### config.mk
export PLATFORM = sky130hd
export DESIGN_NAME = nibble_serial_adder
export DESIGN_NICKNAME = d
export VERILOG_FILES = /design/src/rtl/nsa_pkg.sv /design/src/rtl/add4_slice.sv /design/src/rtl/nibble_serial_adder.sv
export SDC_FILE = /design/constraint.sdc
export NUM_CORES = 1
export LEC_CHECK = 0
export ABC_AREA = 1
export CORE_MARGIN = 2
export CORE_UTILIZATION = 55
export CTS_BUF_LIST = sky130_fd_sc_hd__clkbuf_4 sky130_fd_sc_hd__clkbuf_8 sky130_fd_sc_hd__clkbuf_16
export DETAILED_ROUTE_END_ITERATION = 12
export DONT_BUFFER_PORTS = 1
export GPL_TIMING_DRIVEN = 0
export PLACE_DENSITY = 0.8
export SYNTH_ARGS = -nofsm -noshare
export SYNTH_HDL_FRONTEND = slang
export SYNTH_SLANG_ARGS = --single-unit
### constraint.sdc
create_clock -name clk -period 3.2 [get_ports clk]
set_input_delay 0.96 -clock clk [delete_from_list [all_inputs] [get_ports clk]]
set_output_delay 0.96 -clock clk [all_outputs]
set_load 0.01 [all_outputs]
### src/rtl/nsa_pkg.sv
// nsa_pkg: shared state encoding and slice width for the nibble-serial adder
package nsa_pkg;
  localparam int NIBBLE_W = 4;
  typedef enum logic [1:0] {ST_IDLE = 2'd0, ST_RUN = 2'd1, ST_DONE = 2'd2} state_t;
endpackage

### src/rtl/add4_slice.sv
// add4_slice: combinational 4-bit ripple-carry adder exposing every bit's carry-out
module add4_slice
  import nsa_pkg::*;
(
  input  logic [NIBBLE_W-1:0] a,
  input  logic [NIBBLE_W-1:0] b,
  input  logic                c_in,
  output logic [NIBBLE_W-1:0] s,
  output logic [NIBBLE_W-1:0] c_out
);
  logic [NIBBLE_W:0] w_c;
  assign w_c[0] = c_in;
  for (genvar i = 0; i < NIBBLE_W; i++) begin : g_fa
    assign s[i]       = a[i] ^ b[i] ^ w_c[i];
    assign w_c[i + 1] = (a[i] & b[i]) | (w_c[i] & (a[i] ^ b[i]));
  end
  assign c_out = w_c[NIBBLE_W:1];
endmodule

### src/rtl/nibble_serial_adder.sv
// nibble_serial_adder: WIDTH-bit add computed one nibble per cycle through a single 4-bit slice
module nibble_serial_adder
  import nsa_pkg::*;
#(
  parameter int WIDTH = 16,
  parameter int NIB   = WIDTH / 4
) (
  input  logic             clk,
  input  logic             reset,
  input  logic             start,
  input  logic [WIDTH-1:0] a,
  input  logic [WIDTH-1:0] b,
  input  logic             c_in,
  output logic             busy,
  output logic             done,
  output logic [WIDTH-1:0] s,
  output logic             c_out,
  output logic             ovf
);
  localparam int CW = $clog2(NIB);
  state_t              r_state, w_next;
  logic [WIDTH-1:0]    r_a_sh, r_b_sh, r_s_sh, w_s_next;
  logic [CW-1:0]       r_cnt;
  logic                r_carry, w_last, w_accept;
  logic [NIBBLE_W-1:0] w_sum, w_c;

  add4_slice u_slice (
    .a    (r_a_sh[NIBBLE_W-1:0]),
    .b    (r_b_sh[NIBBLE_W-1:0]),
    .c_in (r_carry),
    .s    (w_sum),
    .c_out(w_c)
  );

  assign w_last   = r_cnt == CW'(NIB - 1);
  assign w_accept = start && r_state != ST_RUN;
  assign w_s_next = {w_sum, r_s_sh[WIDTH-1:NIBBLE_W]};

  always_ff @(posedge clk or posedge reset)
    if (reset) r_state <= ST_IDLE;
    else       r_state <= w_next;

  always_comb
    w_next = r_state == ST_RUN ? (w_last ? ST_DONE : ST_RUN) : (start ? ST_RUN : ST_IDLE);

  always_comb begin
    busy = r_state == ST_RUN;
    done = r_state == ST_DONE;
  end

  // ovf is the carry into the sign bit XOR the carry out of it, taken from the top nibble
  always_ff @(posedge clk or posedge reset)
    if (reset) begin
      r_a_sh  <= '0;
      r_b_sh  <= '0;
      r_s_sh  <= '0;
      r_carry <= 1'b0;
      r_cnt   <= '0;
      s       <= '0;
      c_out   <= 1'b0;
      ovf     <= 1'b0;
    end else if (w_accept) begin
      r_a_sh  <= a;
      r_b_sh  <= b;
      r_carry <= c_in;
      r_cnt   <= '0;
    end else if (r_state == ST_RUN) begin
      r_a_sh  <= r_a_sh >> NIBBLE_W;
      r_b_sh  <= r_b_sh >> NIBBLE_W;
      r_s_sh  <= w_s_next;
      r_carry <= w_c[3];
      r_cnt   <= r_cnt + 1'b1;
      if (w_last) begin
        s     <= w_s_next;
        c_out <= w_c[3];
        ovf   <= w_c[3] ^ w_c[2];
      end
    end
endmodule

-- After elaboration in Yosys (flattened, before gate mapping)
Index checks and enable logic that the tools add are counted.
- flip-flop bits (word level): 71
- output and inout bits: 20
- add/subtract/negate cells: 1
- equal/unequal tests: 4
- mux-type cells: 11
- bitwise gates (word level): 22
- reductions and logical operators: 4
- operators by type and width (cell ; number):
    $mux W16 ; 4
    $xor A1 B1 Y1 ; 9
    $and A1 B1 Y1 ; 8
    $mux W2 ; 4
    $eq A2 B2 Y1 const B ; 2
    $or A1 B1 Y1 ; 4
    $mux W1 ; 3
    $reduce_and A3 Y1 ; 1
    $add A2 B1 Y2 const B ; 1
    $eq A2 B1 Y1 const B ; 1
    $ne A2 B1 Y1 const B ; 1
    $reduce_and A2 Y1 ; 1
    $reduce_bool A2 Y1 ; 1
    $logic_and A1 B1 Y1 ; 1
    $not A1 Y1 ; 1

-- Logic depth before layout (Yosys ltp)
- depth in word-level cells: 11
- gate-level depth with buffers: 12

-- Hierarchy
Synthesis repeated with hierarchy kept, for this count alone.
- cell total of the unflattened synthesis: 330
- area total of the unflattened synthesis: 2897.8 µm²
- modules (own cells, without submodules) (module ; instances ; cells an instance ; area each (µm²) ; seq. area each (µm²)):
    nibble_serial_adder ; 1 ; 326 ; 2817.7 ; 1676.6
    add4_slice ; 1 ; 4 ; 80.1 ; 0.0

-- Worst setup path after synthesis
Ideal clock, no wire load.
- path kind: register to register
- start: reg r_a_sh[0]
- end: reg r_s_sh[15]
- setup time: 0.083 ns
- arrival time: 2.049 ns
- data required time: 3.117 ns
- slack: 1.068 ns
- stages on the path, launching flop included: 9
- path buffers: 0
- path through: dfrtp_1 -> fa_1 -> inv_1 -> fa_1 -> inv_1 -> fa_1 -> inv_1 -> fa_1 -> o21ai_0
- word-level cells in the longest chain between the ends: 8
- ends and longest elaborated chain (what ; line ; text):
    start, declared ; nibble_serial_adder.sv:22 ; logic [WIDTH-1:0] r_a_sh, r_b_sh, r_s_sh, w_s_next;
    start signal, assigned ; nibble_serial_adder.sv:68 ; r_a_sh <= r_a_sh >> NIBBLE_W;
    $xor A1 B1 Y1 ; add4_slice.sv:15 ; assign w_c[i + 1] = (a[i] & b[i]) | (w_c[i] & (a[i] ^ b[i]));
    $and A1 B1 Y1 ; add4_slice.sv:15 ;
    $or A1 B1 Y1 (*) ; add4_slice.sv:15 ;
    $and A1 B1 Y1 (*) ; add4_slice.sv:15 ;
    $or A1 B1 Y1 (*) ; add4_slice.sv:15 ;
    $and A1 B1 Y1 (*) ; add4_slice.sv:15 ;
    $or A1 B1 Y1 (*) ; add4_slice.sv:15 ;
    $xor A1 B1 Y1 (*) ; add4_slice.sv:14 ; assign s[i] = a[i] ^ b[i] ^ w_c[i];
    end signal, assigned ; nibble_serial_adder.sv:70 ; r_s_sh <= w_s_next;
    end, declared ; nibble_serial_adder.sv:22 ;
Every way passes the cells marked *; elsewhere a longest branch is shown, timed or not.
A chain may end at the register's enable or synchronous reset.

-- Worst setup path in the final report
- start: reg r_a_sh[0]
- end: reg s[15]
- word-level cells in the longest chain between the ends: 8
- ends and longest elaborated chain (what ; line ; text):
    $xor A1 B1 Y1 ; add4_slice.sv:15 ;
    $and A1 B1 Y1 ; add4_slice.sv:15 ;
    $or A1 B1 Y1 (*) ; add4_slice.sv:15 ;
    $and A1 B1 Y1 (*) ; add4_slice.sv:15 ;
    $or A1 B1 Y1 (*) ; add4_slice.sv:15 ;
    $and A1 B1 Y1 (*) ; add4_slice.sv:15 ;
    $or A1 B1 Y1 (*) ; add4_slice.sv:15 ;
    $xor A1 B1 Y1 (*) ; add4_slice.sv:14 ;
    end signal, assigned ; nibble_serial_adder.sv:74 ; s <= w_s_next;
    end, declared ; nibble_serial_adder.sv:16 ; output logic [WIDTH-1:0] s,
Marked as above.

==> impl_results.md <==
* Outcome: finished clean
* Tot GR Track Use at 22.8%
* Post_cts resized at 0
* Worst path slowest cell: fa_1
* Largest net degree at the start of global routing at 37
* Gate power share at 34.1%
* Fraction of registers with async set/reset at 100%
* Tmin final at 2.27 ns
* Worst-skew pair later-pin latency at 0.35 ns
* Vias in the first global route at 2221
* Hold depth at 2
* WS Path Type: register to register
* Worst-path cell chain: fa_1 -> inv_1 -> fa_1 -> inv_1 -> fa_1 -> inv_1 -> fa_1 -> inv_1 -> nand2_1 -> nand2_1
* Fin nets at 390
* Fillers at 436
* Worst Setup SP: r_a_sh[0]$_DFFE_PP0P_
* CTS max path bufs at 2
* #FFs+latches synth at 67
* Hold_ws at 0.473 ns
* Die Height at 76.9 microns
* Share of the synthesized area in the top cell type at 57.4%
* Max FO, Critical Path at 2
* Sink Count at 67
* Worst endpoint required time at 3.48 ns
* Row Count at 26
* Tightest Pin Transition at 0.671 ns
* H-Tree Depth at 3
* Worst Setup End Kind: register
* Yosys Warn Count at 0
* Post-CTS Hold Buffers at 0
* Internal Power at 1.98 mW
* Hold WC Path Type: register to register
* CTS clk-pin slew, worst paths at 0.06 ns
* Area Overhead vs Synth at 10.5%
* Post-synth EDFFs at 0
* Seq pwr share at 44.7%
* Slew headroom at 55.2%
* Ys flop type: dfrtp_1
* Synth area leader: dfrtp_1
* First-pass GRT wire length at 10.4 mm
* Period utilization at 70.9%
* Routability cong. at 0.795
* Post-DR wirelength/cell at 14.5 microns
* Register area share after synthesis at 57.4%
* Core Box Area at 5110 sq um
* Most frequent cell after synthesis: nand2_1
* Initial Util at 57.2%
* Footprint of the multi-input gates at 1070 sq um
* Die Wd at 76.9 microns
* I/O pins at 56
* Max Freq at 441 MHz
* CTS Root Cell: clkbuf_8
* Post-DP HPWL at 4.34 mm
* Post-DR vias/cell at 5.25
* Setup bufs post-CTS at 0
* Power Density at 1020 nW/um^2
* Cell count after synthesis at 337
* Initial antenna violation count at 0
* Post-DP Area at 3030 sq um
* R2r startpoint: r_a_sh[0]$_DFFE_PP0P_
* Critical Path Max Stage Delay at 0.43 ns
* Synth cell count leaders: nand2_1 (136), nand3_1 (83), dfrtp_1 (67), buf_2 (15), inv_1 (14)
* Global route overflow at 0
* Sw power at 1.30 mW
* Final setup vio count at 0
* Post-Syn Area at 2920 sq um
* Via count at 2224
* Layout cells sized above 1 at 11.3%
* Routed wire length at 6.14 mm
* Switching share of power at 39.5%
* Critical Path AT at 2.55 ns
* Final non-filler cell area at 3230 sq um
* PortBufs at 0
* Ant. Diodes at 0
* Max cap viols at 0
* Dominant cells by area after synthesis: dfrtp_1 (57%), nand2_1 (17%), nand3_1 (14%), fa_1 (2.7%), buf_2 (2.6%)
* Antenna-violating nets left at 0
* Reg2Reg Depth at 10
* CTS tree: built
* Peak VDD IR at 0.530 mV
* Utilization after layout at 63.2%
* Syn Area/Cell at 8.67 sq um
* Iteration count of the initial detailed-routing pass at 4
* P_leak at 1.71 nW
* Die Area at 5910 sq um
* Synth Net Count at 378
* Total CTS buffers at 9
* RSZ-0062 raised after global routing: false
* DRT iter0 DRCs at 223
* Max Slew Vio Count at 0
* Clock skew at 0.00585 ns
* Synth cell types at 16
* Register area at 1680 sq um
* Final Hold Vio Count at 0
* Residual DRC at 0
* Worst setup SP type: register
* Flop-to-flop setup slack at 0.93 ns
* Min-Delay Startpoint: r_a_sh[12]$_DFFE_PP0P_
* Clock network power share at 21.2%
==> flip-flops by register name (all words and copies together) (netlist names) <==
signal,cells
r_carry,1
r_state,2
r_b_sh,16
ovf,1
r_a_sh,16
s,16
c_out,1
r_cnt,2
r_s_sh,12
==> cells by family after synthesis <==
kind of cell | synth area share [%]
AND/OR/NAND/NOR | 33.0
flip-flops | 57.4
buffers and inverters | 6.04
adder cells (fa/ha/maj) | 3.17
AO/OA/AOI/OAI | 0.343
==> layer usage <==
metal	vias up	wire (microns)	track usage, %
li1	1094	-	-
met1	1053	2640	29.0
met2	71	2930	35.1
met3	6	493	7.53
met4	0	73	11.1
met5	-	0	0
==> per-stage QoR <==
stage	std cells	total power [mW]	TNS, ns	worst slack (ns)
6_report	424	3.28	0	0.930
5_1_grt	424	3.54	0	0.781
4_1_cts	424	3.31	0	0.915
3_5_place_dp	408	2.60	0	0.947
3_3_place_gp	407	2.53	-5.86	-0.0895
2_1_floorplan	337	2.29	0	0.557
==> power by group through the flow <==
stage                     Combinational (mW)  Sequential [mW]  Clock (mW)
after CTS                               1.14             1.46       0.710
after global routing                    1.29             1.51       0.748
after detailed placement                1.13             1.48           0
after global placement                  1.07             1.46           0
after floorplan                        0.874             1.42           0
final                                   1.12             1.47       0.696
==> final timing paths <==
check | end
setup / recovery | s[15]$_DFFE_PP0P_
hold / removal | r_a_sh[12]$_DFFE_PP0P_
setup reg to reg | s[15]$_DFFE_PP0P_
hold reg to reg | r_a_sh[12]$_DFFE_PP0P_
max in group asynchronous | r_a_sh[10]$_DFFE_PP0P_
min in group asynchronous | r_s_sh[5]$_DFFE_PP0P_
==> critical path: cells and delay by family (launching register included) <==
| family | cells | cell delay [ns] |
|---|---|---|
| simple gates | 2 | 0.13 |
| buf+inv | 4 | 0.28 |
| fa+ha+maj | 4 | 1.38 |
| flops | 1 | 0.41 |
==> cell usage in the layout (no fill, tap or decap) <==
| cell | n |
|---|---|
| buf_12 | 1 |
| buf_2 | 15 |
| buf_4 | 1 |
| buf_6 | 2 |
| bufinv_16 | 1 |
| clkbuf_1 | 3 |
| clkbuf_4 | 1 |
| clkbuf_8 | 10 |
| clkinv_1 | 1 |
| clkinv_2 | 3 |
| clkinvlp_4 | 1 |
| dfrtp_1 | 67 |
| fa_1 | 4 |
| ha_1 | 1 |
| inv_1 | 13 |
| inv_2 | 2 |
| nand2_1 | 136 |
| nand2_2 | 2 |
| nand3_1 | 83 |
| nor2_1 | 4 |
| nor2_4 | 1 |
| o21ai_0 | 2 |
==> cell type report <==
cell class,count,share of cell area (%)
flip-flops and latches,67,52.0
clock buffers,11,4.50
inverters,16,1.86
clock inverters,5,1.63
repair buffers,1,0.621
multi-input cells,233,33.1
well taps,70,2.72
plain buffers,21,3.61
Note: power is estimated with default switching activity, not from simulation.
